$ cat config.mk
export PLATFORM = sky130hd
export DESIGN_NAME = uart_tx_periph
export DESIGN_NICKNAME = d
export VERILOG_FILES = /design/src/rtl/uart_tx_periph.sv
export SDC_FILE = /design/constraint.sdc
export NUM_CORES = 1
export LEC_CHECK = 0
export BUFFER_PORTS_ARGS = -buffer_cell sky130_fd_sc_hd__clkbuf_2
export CORE_ASPECT_RATIO = 0.6
export CORE_UTILIZATION = 58
export DETAILED_ROUTE_END_ITERATION = 8
export PLACE_DENSITY_LB_ADDON = 0.25
export SETUP_SLACK_MARGIN = 0.1
export SLEW_MARGIN = 0
export SYNTH_ARGS = -nofsm -noshare
export SYNTH_HDL_FRONTEND = slang
export SYNTH_SLANG_ARGS = --single-unit
export TNS_END_PERCENT = 5
$ cat constraint.sdc
create_clock -name clk -period 4.9 [get_ports clk]
set_clock_uncertainty 0.1 [all_clocks]
set_input_delay 0 -clock clk [delete_from_list [all_inputs] [get_ports clk]]
set_output_delay 0 -clock clk [all_outputs]
set_load 0.1 [all_outputs]
$ cat src/rtl/uart_tx_periph.sv
// Memory-mapped 8N1 UART transmitter with TX FIFO, status and baud-divisor registers.
// Optional TX-empty interrupt and IRQEN register are built when UART_TX_IRQ_EN is defined.
module uart_tx_periph #(
    parameter int unsigned FIFO_DEPTH = 16,
    parameter logic [15:0] DIV_RESET  = 16'd3
) (
    input  logic        clk,
    input  logic        rst,
    input  logic [31:0] mem_d_addr_i,
    input  logic [31:0] mem_d_data_wr_i,
    input  logic        mem_d_rd_i,
    input  logic [3:0]  mem_d_wr_i,
    input  logic [10:0] mem_d_req_tag_i,
    output logic        mem_d_accept_o,
    output logic        mem_d_ack_o,
    output logic        mem_d_error_o,
    output logic [10:0] mem_d_resp_tag_o,
    output logic [31:0] mem_d_data_rd_o,
    output logic        uart_txd_o,
    output logic        irq_o
);

    localparam int unsigned AW = (FIFO_DEPTH > 1) ? $clog2(FIFO_DEPTH) : 1;
    localparam int unsigned LW = AW + 1;

    typedef enum logic [1:0] {
        S_IDLE,
        S_START,
        S_DATA,
        S_STOP
    } state_t;

    logic [1:0]    reg_sel;
    logic          req;
    logic          is_wr;
    logic          push_req;
    logic          fire;
    logic          push;
    logic          pop;
    logic          full;
    logic          empty;
    logic          busy;
    logic          irqen_rd;
    logic [31:0]   rdata;
    logic [15:0]   level_ext;
    logic [7:0]    level_rd;

    logic [7:0]    mem [FIFO_DEPTH];
    logic [AW-1:0] wr_ptr_q;
    logic [AW-1:0] rd_ptr_q;
    logic [LW-1:0] level_q;

    logic [15:0]   div_q;
    logic [10:0]   resp_tag_q;
    logic [31:0]   data_rd_q;
    logic          ack_q;

    state_t        state_q, state_d;
    logic [15:0]   baud_q, baud_d;
    logic [2:0]    bit_q, bit_d;
    logic [7:0]    shreg_q, shreg_d;
    logic          txd_q, txd_d;

    // Request decode; only a TXDATA push into a full FIFO (with no pop this cycle) is stalled
    assign reg_sel        = mem_d_addr_i[3:2];
    assign is_wr          = |mem_d_wr_i;
    assign req            = mem_d_rd_i | is_wr;
    assign push_req       = is_wr && (reg_sel == 2'd0) && mem_d_wr_i[0];
    assign mem_d_accept_o = ~(push_req & full & ~pop);
    assign fire           = req & mem_d_accept_o;
    assign push           = fire & push_req;

    assign full  = (level_q == LW'(FIFO_DEPTH));
    assign empty = (level_q == '0);
    assign busy  = (state_q != S_IDLE);

    // FIFO pointers and occupancy
    always_ff @(posedge clk) begin
        if (rst) begin
            wr_ptr_q <= '0;
            rd_ptr_q <= '0;
            level_q  <= '0;
        end else begin
            if (push) wr_ptr_q <= wr_ptr_q + AW'(1);
            if (pop)  rd_ptr_q <= rd_ptr_q + AW'(1);
            case ({push, pop})
                2'b10:   level_q <= level_q + LW'(1);
                2'b01:   level_q <= level_q - LW'(1);
                default: level_q <= level_q;
            endcase
        end
    end

    always_ff @(posedge clk) begin
        if (push) mem[wr_ptr_q] <= mem_d_data_wr_i[7:0];
    end

    // Serializer state register
    always_ff @(posedge clk) begin
        if (rst) begin
            state_q <= S_IDLE;
            baud_q  <= '0;
            bit_q   <= '0;
            shreg_q <= '0;
            txd_q   <= 1'b1;
        end else begin
            state_q <= state_d;
            baud_q  <= baud_d;
            bit_q   <= bit_d;
            shreg_q <= shreg_d;
            txd_q   <= txd_d;
        end
    end

    // Serializer next state; shreg_q[0] always holds the data bit on the line
    always_comb begin
        state_d = state_q;
        baud_d  = baud_q;
        bit_d   = bit_q;
        shreg_d = shreg_q;
        txd_d   = txd_q;
        pop     = 1'b0;
        case (state_q)
            S_IDLE: begin
                txd_d = 1'b1;
                if (!empty) begin
                    pop     = 1'b1;
                    shreg_d = mem[rd_ptr_q];
                    baud_d  = div_q;
                    txd_d   = 1'b0;
                    state_d = S_START;
                end
            end
            S_START: begin
                if (baud_q == 16'd0) begin
                    baud_d  = div_q;
                    bit_d   = 3'd0;
                    txd_d   = shreg_q[0];
                    state_d = S_DATA;
                end else begin
                    baud_d = baud_q - 16'd1;
                end
            end
            S_DATA: begin
                if (baud_q == 16'd0) begin
                    baud_d = div_q;
                    if (bit_q == 3'd7) begin
                        txd_d   = 1'b1;
                        state_d = S_STOP;
                    end else begin
                        bit_d   = bit_q + 3'd1;
                        shreg_d = {1'b0, shreg_q[7:1]};
                        txd_d   = shreg_q[1];
                    end
                end else begin
                    baud_d = baud_q - 16'd1;
                end
            end
            S_STOP: begin
                if (baud_q == 16'd0) begin
                    if (!empty) begin
                        pop     = 1'b1;
                        shreg_d = mem[rd_ptr_q];
                        baud_d  = div_q;
                        txd_d   = 1'b0;
                        state_d = S_START;
                    end else begin
                        state_d = S_IDLE;
                    end
                end else begin
                    baud_d = baud_q - 16'd1;
                end
            end
            default: state_d = S_IDLE;
        endcase
    end

    // Divisor register, byte-lane write strobes honoured
    always_ff @(posedge clk) begin
        if (rst) begin
            div_q <= DIV_RESET;
        end else if (fire && is_wr && (reg_sel == 2'd2)) begin
            if (mem_d_wr_i[0]) div_q[7:0]  <= mem_d_data_wr_i[7:0];
            if (mem_d_wr_i[1]) div_q[15:8] <= mem_d_data_wr_i[15:8];
        end
    end

`ifdef UART_TX_IRQ_EN
    logic irqen_q;
    logic irq_q;

    always_ff @(posedge clk) begin
        if (rst) begin
            irqen_q <= 1'b0;
            irq_q   <= 1'b0;
        end else begin
            if (fire && is_wr && (reg_sel == 2'd3) && mem_d_wr_i[0])
                irqen_q <= mem_d_data_wr_i[0];
            irq_q <= irqen_q & empty & (state_q == S_IDLE);
        end
    end

    assign irq_o    = irq_q;
    assign irqen_rd = irqen_q;
`else
    assign irq_o    = 1'b0;
    assign irqen_rd = 1'b0;
`endif

    // Level saturates in the 8-bit STATUS field when FIFO_DEPTH is 256
    assign level_ext = 16'(level_q);
    assign level_rd  = (level_ext > 16'd255) ? 8'hFF : level_ext[7:0];

    always_comb begin
        rdata = 32'd0;
        case (reg_sel)
            2'd1:    rdata = {16'd0, level_rd, 5'd0, empty, full, busy};
            2'd2:    rdata = {16'd0, div_q};
            2'd3:    rdata = {31'd0, irqen_rd};
            default: rdata = 32'd0;
        endcase
    end

    // Response channel: one ack the cycle after each accepted request
    always_ff @(posedge clk) begin
        if (rst) begin
            ack_q      <= 1'b0;
            resp_tag_q <= '0;
            data_rd_q  <= '0;
        end else begin
            ack_q     <= fire;
            data_rd_q <= (fire && !is_wr) ? rdata : 32'd0;
            if (fire) resp_tag_q <= mem_d_req_tag_i;
        end
    end

    assign mem_d_ack_o      = ack_q;
    assign mem_d_resp_tag_o = resp_tag_q;
    assign mem_d_data_rd_o  = data_rd_q;
    assign mem_d_error_o    = 1'b0;
    assign uart_txd_o       = txd_q;

    logic unused_ok;
    assign unused_ok = &{1'b0, mem_d_addr_i[31:4], mem_d_addr_i[1:0], mem_d_data_wr_i[31:16]};

endmodule

* Word level (Yosys, flattened, before mapping)
Memory sizes are Yosys's and may differ from the RTL's. A register that Yosys moved wholly into a read port is not among the register bits. Index checks and enable logic that the tools add are counted. W data, S select, Z words.
Word-level totals: input bits 82, memory bits (read-only) 0, latch bits 0, output and inout bits 48, flip-flop bits (word level) 103, bits in writable memories 128, memories 1
Memories:
- mem | depth 16, width 8, rd ports 1, clocked after Yosys merged registers in 1, wr ports 1, RTL line 48 | logic [7:0] mem [FIFO_DEPTH];
Cells by class: $mul 0, reductions and logical operators 23, $add $sub $neg 6, $lt $le $gt $ge 1, muxes and demuxes 37, shift-type cells 0, bitwise logic cells 8, div/mod/pow operators 0, equal/unequal tests 16
Operators with widths (count):
- $mux W16 | 3
- $pmux W16 S3 | 1
- $mux W8 | 5
- $pmux W16 S2 | 1
- $pmux W8 S3 | 1
- $logic_not A16 Y1 | 1
- $sub A16 B1 Y16 const B | 1
- $ne A2 B2 Y1 const B | 7
- $reduce_and A4 Y1 | 3
- $mux W1 | 11
- $mux W2 | 5
- $pmux W5 S2 | 1
- $mux W3 | 3
- $add A4 B1 Y4 const B | 2
- $eq A2 B2 Y1 const B | 4
- $gt A5 B8 Y1 const B | 1
- $mux W4 | 2
- $pmux W2 S4 | 1
- $eq A2 B1 Y1 const B | 3
- $pmux W3 S2 | 1
- $reduce_bool A2 Y1 | 3
- $add A5 B1 Y5 const B | 1
- $eq A5 B5 Y1 const B | 1
- $logic_and A1 B1 Y1 | 5
- other kinds (16) | 24

* Longest topological paths before layout
Gate-level depths: netlist (run 1).
depth after elaboration 11, depth in mapped cells 18, gate-level depth less buffers 15

* Worst setup path after synthesis (run 1)
No wires, ideal clock.
kind register -> register, start point register level_q[1], end point register level_q[4], data required time 4.730 ns, setup time 0.070 ns, arrival 3.383 ns, stages on the path, launching flop included 18, slack 1.346 ns, path through dfxtp_1 buf_2 or4_1 buf_4 nor4b_4 o21ai_2 buf_4 and2_4 inv_1 ha_1 clkbuf_1 xor2_1 ha_1 a21oi_1 a311o_1 a31oi_1 or3_1 a21oi_1
Between the ends: word-level cells in the longest chain between the ends 11, elaborated cells between the ends (all ways) 17, classes of those cells 2 x add/sub; 3 x eq/ne; 4 x mux; 6 x bitwise; 2 x reduce/logical
RTL lines:
- start: declaration | RTL line 51 | logic [LW-1:0] level_q;
- start signal: assignment | RTL line 87 | 2'b10: level_q <= level_q + LW'(1);
- start signal: assignment | RTL line 88 | 2'b01: level_q <= level_q - LW'(1);
- start signal: assignment | RTL line 89 | default: level_q <= level_q;
- $logic_not A5 Y1 | RTL line 74 | assign empty = (level_q == '0);
- $mux W1 | RTL line 126, 161
- $mux W1 | RTL line 160 | if (baud_q == 16'd0) begin
- $pmux W1 S2 | RTL line 123 | case (state_q)
- $not A1 Y1 | RTL line 69 | assign mem_d_accept_o = ~(push_req & full & ~pop);
- $and A1 B1 Y1 | RTL line 69
- $not A1 Y1 | RTL line 69
- $and A1 B1 Y1 | RTL line 70 | assign fire = req & mem_d_accept_o;
- $and A1 B1 Y1 | RTL line 71 | assign push = fire & push_req;
- $eq A2 B1 Y1 or $eq A2 B2 Y1 (tied branches) | RTL line 86 | case ({push, pop})
- $pmux W5 S2 or $reduce_bool A2 Y1 (tied branches)
Parallel ways exist; a longest one is shown, timed or not. A chain may end at the register's enable or synchronous reset.

* Worst setup path in the final report (run 1)
start point register state_q[1], end point register level_q[4]
Between the ends: word-level cells in the longest chain between the ends 9, elaborated cells between the ends (all ways) 12, classes of those cells 3 x eq/ne; 2 x mux; 5 x bitwise; 2 x reduce/logical
RTL lines:
- start: declaration | RTL line 58 | state_t state_q, state_d;
- start signal: assignment | RTL line 107 | state_q <= state_d;
- $eq A2 B2 Y1 or $logic_not A2 Y1 (tied branches) | RTL line 123
- $pmux W1 S2 * | RTL line 123
- named net pop | RTL line 39 | logic pop;
- $not A1 Y1 | RTL line 69
- $and A1 B1 Y1 | RTL line 69
- $not A1 Y1 | RTL line 69
- $and A1 B1 Y1 | RTL line 70
- $and A1 B1 Y1 | RTL line 71
- $eq A2 B1 Y1 or $eq A2 B2 Y1 (tied branches) | RTL line 86
- $pmux W5 S2 or $reduce_bool A2 Y1 (tied branches)
The timed path passes the listed nets; every way through them passes the cells marked *.

==> reports/results.tsv, run 1 <==
metric	value	unit
register area share after synthesis	56.07	%
most frequent cells in the layout	edfxtp_1 (128), dfxtp_1 (89), nand2_1 (79), clkbuf_2 (65), nor2_1 (53)	
Int Pwr	3.759	mW
Finished Cell Area	11440	sq um
vias per cell	6.246	
clk sinks	219	
vias	7295	
CTS H-tree depth	1	
post-synth cell types	78	
All-Layer GR Usage	28.06	%
Worst EP required	5.22	ns
Power per Cell Area	528.1	nW/um^2
Sw Share	37.81	%
area grow syn2layout	13.26	%
Worst VDD drop	0.3502	mV
CTS tree	done	
Inserted Diodes	0	
minimum clock period	4.006	ns
worst hold-check path type	in2reg	
Hold Path Sink	mem_d_data_rd_o[5]	
RSZ-0062 raised after global routing	no	
flops & latches, synth	219	
largest net degree at the start of global routing	65	
CP most frequent cell	ha_1	
TritonRoute pass-1 iters	6	
clk buf depth	3	
IO buf count	65	
critical path's top delay family	compound AO/OA/AOI/OAI gates	
chip height	104.2	um
WP buf/inv	2	
type of origin of the critical path	flop	
EDFF count, synth	128	
Worst R2R End	level_q[4]	
GP Congestion	0.9391	
Synth Warn #	0	
setup slack, reg-to-reg	0.89	ns
WL/cell	20.93	um
Placed Area	10480	sq um
ys async rst share	0	%
worst slew pin tran	1.120	ns
clk_lat worst skew	0.49	ns
Top-Level Pins	130	
clock-pin slew on the worst setup and hold paths	0.07	ns
first-pass GRT wire length	38360	um
CTS resizes	0	
synthesized cell area	10100	sq um
final setup violation count	0	
Post-Syn Instances	854	
Core Footprint	16620	sq um
Worst Path Max Fanout	18	
fillers	1167	
initial antenna violation count	0	
Clock Power Share	26.5	%
hpwl dp	16600	um
Worst R2R Path Depth	13	
1st-iter DRT viols	803	
WHS Path Cells	5	
slowest stage delay, CP	0.58	ns
relative slew slack	25.08	%
Nets	1028	
CP max stage cell	ha_1	
fin. max-slew vios	0	
hold_ws	0.05042	ns
fmax	0.2496	GHz
Reg power frac	36.7	%
# rows	36	
switching pwr	2.285	mW
Leak Pwr	4.086	nW
layout cells sized above 1	17.87	%
initial core utilization	60.79	%
root buffer cell	clkbuf_16	
CP arrival	4.33	ns
Comb pwr share	36.9	%
DRT antenna net count	0	
commonest non-fill, non-tap cell in the layout	edfxtp_1	
final hold vios	0	
number of remaining DRC errors	0	
Crit Path Class	reg2reg	
CTS Buf Count	20	
Reg2Reg Launch Point	state_q[1]	
vias in the first global route	7067	
max_cap viols	0	
share of the core filled with cells	68.85	%
critical path cell sequence	inv_1 > ha_1 > inv_1 > o2111ai_2 > o21ai_2 > ha_1 > xor2_1 > ha_1 > a21oi_1 > a311o_1 > a31oi_1 > or3_1 > a21oi_1	
die area	17970	sq um
average size of a mapped cell	11.83	sq um
CP Capture Type	flop	
Synth Flop Type	edfxtp_1	
final wirelength	24450	um
die width	172.4	um
status	finished clean	
setup TNS	0	ns
Final period util	81.76	%
GRT overflow	0	
HP Start	mem_d_wr_i[2]	
## power by group through the flow
stage | clock, mW | sequential [mW] | combinational, mW
2_1_floorplan | 0 | 2.23 | 1.67
3_3_place_gp | 0 | 2.24 | 2.07
3_5_place_dp | 0 | 2.25 | 2.14
4_1_cts | 1.63 | 2.21 | 2.17
5_1_grt | 1.70 | 2.23 | 2.38
6_report | 1.60 | 2.22 | 2.23
## cell families (layout without fill, tap and decap cells)
group / after synthesis / after routing / synth area share [%]
compound gates: 183 / 183 / 12.67
xor+xnor: 14 / 14 / 1.214
mux: 79 / 79 / 10.33
simple gates: 242 / 242 / 12.52
fa+ha+maj: 20 / 20 / 2.477
flops: 219 / 219 / 56.07
other cells: 1 / 18 / 0.03712
buf+inv: 96 / 165 / 4.681
## synth_stat cells, types with 5 or more instances
cell type	instances	share of area (%)
nand2_1	79	2.9
a22oi_1	13	0.97
dfxtp_1	91	18
a221oi_1	5	0.43
mux4_2	19	4.2
buf_2	12	0.59
clkbuf_1	33	1.2
and3_1	6	0.37
edfxtp_1	128	38
mux2i_1	48	4.8
o22ai_1	10	0.62
inv_1	22	0.82
xor2_1	7	0.61
o21ai_0	30	1.5
a21o_1	7	0.52
mux2_2	11	1.2
a21oi_1	39	1.9
nor2_1	53	2.0
o211ai_1	7	0.52
nand3_1	20	0.99
o21a_1	6	0.45
a31o_2	12	1.0
a31oi_1	8	0.50
nand4_1	13	0.80
nor2b_1	9	0.56
nor4_1	5	0.31
buf_4	20	1.5
and2_1	17	1.1
xnor2_1	7	0.61
ha_1	20	2.5
or4_1	6	0.45
nor3_1	7	0.35
a211oi_1	5	0.37
o221ai_1	8	0.69
## timing repair
action	CTS	global route
hold buffers	29	0
setup buffers	0	0
hold endpoints to repair	183	0
## how the worst max path moves through the flow
stage,slack (ns),end,cells past startpoint,start
floorplan,1.35,level_q[4],17,level_q[1]
global placement,1.16,level_q[4],15,state_q[0]
detailed placement,1.00,level_q[4],13,state_q[1]
CTS,0.99,level_q[4],15,state_q[1]
global route,0.62,level_q[4],13,state_q[1]
finish,0.89,level_q[4],13,state_q[1]
## stage by stage
stage          power [mW]  cells  worst slack [ns]
6_report            6.044   1168            0.8937
5_1_grt             6.313   1168            0.6217
4_1_cts             6.004   1168            0.9911
3_5_place_dp        4.390   1103             1.001
3_3_place_gp        4.310   1103             1.156
2_1_floorplan       3.903    871             1.346
## registers in the layout, indices dropped and copies added (netlist names), named ones only
name,count
rd_ptr_q,4
mem_d_ack_o,1
mem_d_data_rd_o,16
shreg_q,8
mem,128
bit_q,3
baud_q,16
wr_ptr_q,4
uart_txd_o,1
state_q,2
div_q,16
mem_d_resp_tag_o,11
level_q,5
## metal layers
metal	share of wire (%)	global-route usage, %	up-vias
met1	44	42.60	3509
met5	0	0	-
met3	12	7.002	41
met4	1.6	6.764	0
li1	-	-	3332
met2	43	40.18	413
## worst min-delay path: stages
cell,delay (ns)
clkbuf_2,0.07
or4_1,0.12
nor4bb_1,0.06
buf_4,0.17
and2_1,0.15
## cell type report
class | instances | area [sq um] | share of cell area, %
clock buffer | 25 | 540.5 | 4.723
clock inverter | 11 | 136.4 | 1.192
inverter | 25 | 93.84 | 0.8200
multi-input combinational | 556 | 4029 | 35.21
sequential | 219 | 5668 | 49.53
tap | 228 | 285.3 | 2.493
timing repair buffer | 104 | 690.7 | 6.035
Note: power is estimated with default switching activity, not from simulation.
==> run 2: changes to the inputs <==
Settings changed: ABC_AREA set to 1.
Clock period 4.9 ns to 3.75 ns, I/O delays scaled along.
==> reports/results.tsv, run 2 <==
metric	value	unit
synth top area cells	edfxtp_1 (38%), dfxtp_1 (18%), nor2_1 (7.2%), o21ai_0 (6.9%), nand2_1 (6.3%)	
Synth Warn #	0	
final wirelength	25310	um
area grow syn2layout	15.55	%
Worst VDD drop	0.3728	mV
Worst R2R Path Depth	16	
commonest non-fill, non-tap cell in the layout	nor2_1	
vias in the first global route	7710	
ys async rst share	0	%
vias	8262	
Leak Pwr	4.746	nW
final setup violation count	0	
EDFF count, synth	128	
All-Layer GR Usage	28.33	%
Worst Path Max Fanout	16	
Final period util	91.74	%
average size of a mapped cell	8.969	sq um
setup slack, reg-to-reg	0.31	ns
DRT antenna net count	0	
root buffer cell	clkbuf_16	
vias per cell	5.628	
most frequent cells in the layout	nor2_1 (193), nand2_1 (171), o21ai_0 (139), edfxtp_1 (128), inv_1 (93)	
post-synth cell types	42	
Nets	1328	
minimum clock period	3.440	ns
RSZ-0062 raised after global routing	yes	
Post-CTS Setup Bufs	0	
GRT overflow	0	
fmax	0.2907	GHz
final hold vios	0	
Post-Syn Instances	1128	
worst slew pin tran	1.014	ns
Top reg by flops	mem	
type of origin of the critical path	flop	
final setup margin	0.3097	ns
CTS tree	done	
hpwl dp	16120	um
IO buf count	65	
Reg2Reg Launch Point	baud_q[0]	
clk sinks	219	
register area share after synthesis	56.00	%
die area	17990	sq um
layout cells sized above 1	11.37	%
TritonRoute pass-1 iters	5	
Worst Setup SP	baud_q[0]	
1st-iter DRT viols	839	
Top-Level Pins	130	
GP Congestion	0.9126	
clk buf depth	3	
Worst R2R End	div_q[8]	
Power per Cell Area	674.9	nW/um^2
Inserted Diodes	0	
dpl ws	0.4995	ns
CTS H-tree depth	1	
Synth Flop Type	edfxtp_1	
fin. max-slew vios	0	
WL/cell	17.24	um
clk_lat worst skew	0.50	ns
clock-pin slew on the worst setup and hold paths	0.07	ns
Crit Path Class	reg2reg	
Worst EP required	4.04	ns
flops & latches, synth	219	
initial core utilization	60.87	%
initial antenna violation count	0	
worst hold-check path type	in2reg	
top cell type by total area after synthesis	edfxtp_1	
relative slew slack	32.30	%
die width	172.5	um
number of remaining DRC errors	0	
total power	7.890	mW
setup TNS	0	ns
Core Footprint	16620	sq um
CP arrival	3.73	ns
synthesized cell area	10120	sq um
chip height	104.3	um
number of flip-flops under the largest register name	128	
area share of the largest cell type after synthesis	37.99	%
max_cap viols	0	
# rows	36	
first-pass GRT wire length	40370	um
largest net degree at the start of global routing	66	
CTS Buf Count	21	
count leader, synth	nor2_1	
status	finished clean	
Synth top cells by count	nor2_1 (193), nand2_1 (171), o21ai_0 (139), edfxtp_1 (128), inv_1 (93)	
crit path to	div_q[8]	
CP Capture Type	flop	
run 2: cell count changes in the layout (fill, tap and decap cells not counted), moves of 10 or more:
cell / before / now
nor2_1: 53 / 193
o21ai_0: 30 / 139
nand2_1: 79 / 171
inv_1: 21 / 93
nand3_1: 20 / 74
mux2i_1: 48 / 0
dlygate4sd3_1: 29 / 49
mux4_2: 19 / 0
o211ai_1: 7 / 25
and2_1: 17 / 0
a22oi_1: 13 / 1
a31o_2: 12 / 0
mux2_2: 11 / 0
nor3_2: 0 / 10
run 2: final cells by class:
cell class                 instances  area [sq um]
clock inverter                    13         123.9
timing repair buffer             131         943.4
tap                              228         285.3
clock buffer                      24         546.8
multi-input combinational        755          3756
inverter                          98         367.9
sequential                       219          5667
fill                            1308          4931
run 2: worst max-delay path: stages (launching register included):
cell and delay, ns:
dfxtp_1 0.30, inv_1 0.12, ha_1 0.21, inv_1 0.06, nor2_1 0.09, nand2_1 0.06, nor2_1 0.08, nand2_1 0.10
o21ai_2 0.14, nand2_2 0.12, nand2_4 0.10, buf_4 0.22, nand3_4 0.24, nor2_1 0.20, dlygate4sd3_1 0.58, nor2_1 0.05
dlygate4sd3_1 0.55
run 2: through the flow:
step                      instances  util, %  hold slack, ns  cell area (sq um)
after detailed placement       1382    63.33          0.1346              10530
after CTS                      1468    70.32        0.005913              11690
after floorplan                1145        -       -0.001131              10180
after global placement         1382    63.33          0.1263              10530
final                          1468    70.33         0.01152              11690
after global routing           1468    70.33         0.05432              11690
run 2: power breakdown:
group	internal [mW]	leakage, nW	switching, mW
clock	1.19	0.326	0.910
sequential	2.72	1.90	0.154
combinational	0.863	2.52	2.05
total	4.77	4.75	3.12
run 2: logic make-up after synthesis:
| group | Yosys count | synth area share [%] |
|---|---|---|
| xor+xnor | 13 | 1.125 |
| flops | 219 | 56.00 |
| simple gates | 481 | 20.70 |
| buf+inv | 171 | 7.531 |
| other cells | 1 | 0.03707 |
| fa+ha+maj | 20 | 2.473 |
| compound gates | 223 | 12.13 |
run 2: metal layers:
| layer | GRT usage, % | wire length, um |
|---|---|---|
| met1 | 43.61 | 11330 |
| met2 | 40.61 | 10350 |
| met3 | 5.738 | 3119 |
| met4 | 6.696 | 501 |
| met5 | 0 | 0 |
run 2: timing repair:
action	in CTS	in global routing
endpoints found under the hold margin	186	0
resized for setup	0	1
setup endpoints to repair	0	3
hold buffers	49	0
run 2: how the worst min path moves through the flow:
stage | start | cells past startpoint | end
floorplan | mem_d_data_wr_i[0] | 0 | mem[0][0]
global placement | mem_d_data_wr_i[8] | 3 | div_q[8]
detailed placement | mem_d_data_wr_i[8] | 3 | div_q[8]
CTS | mem_d_addr_i[3] | 4 | mem_d_data_rd_o[1]
global route | mem_d_addr_i[3] | 4 | mem_d_data_rd_o[0]
finish | mem_d_addr_i[3] | 4 | mem_d_data_rd_o[1]
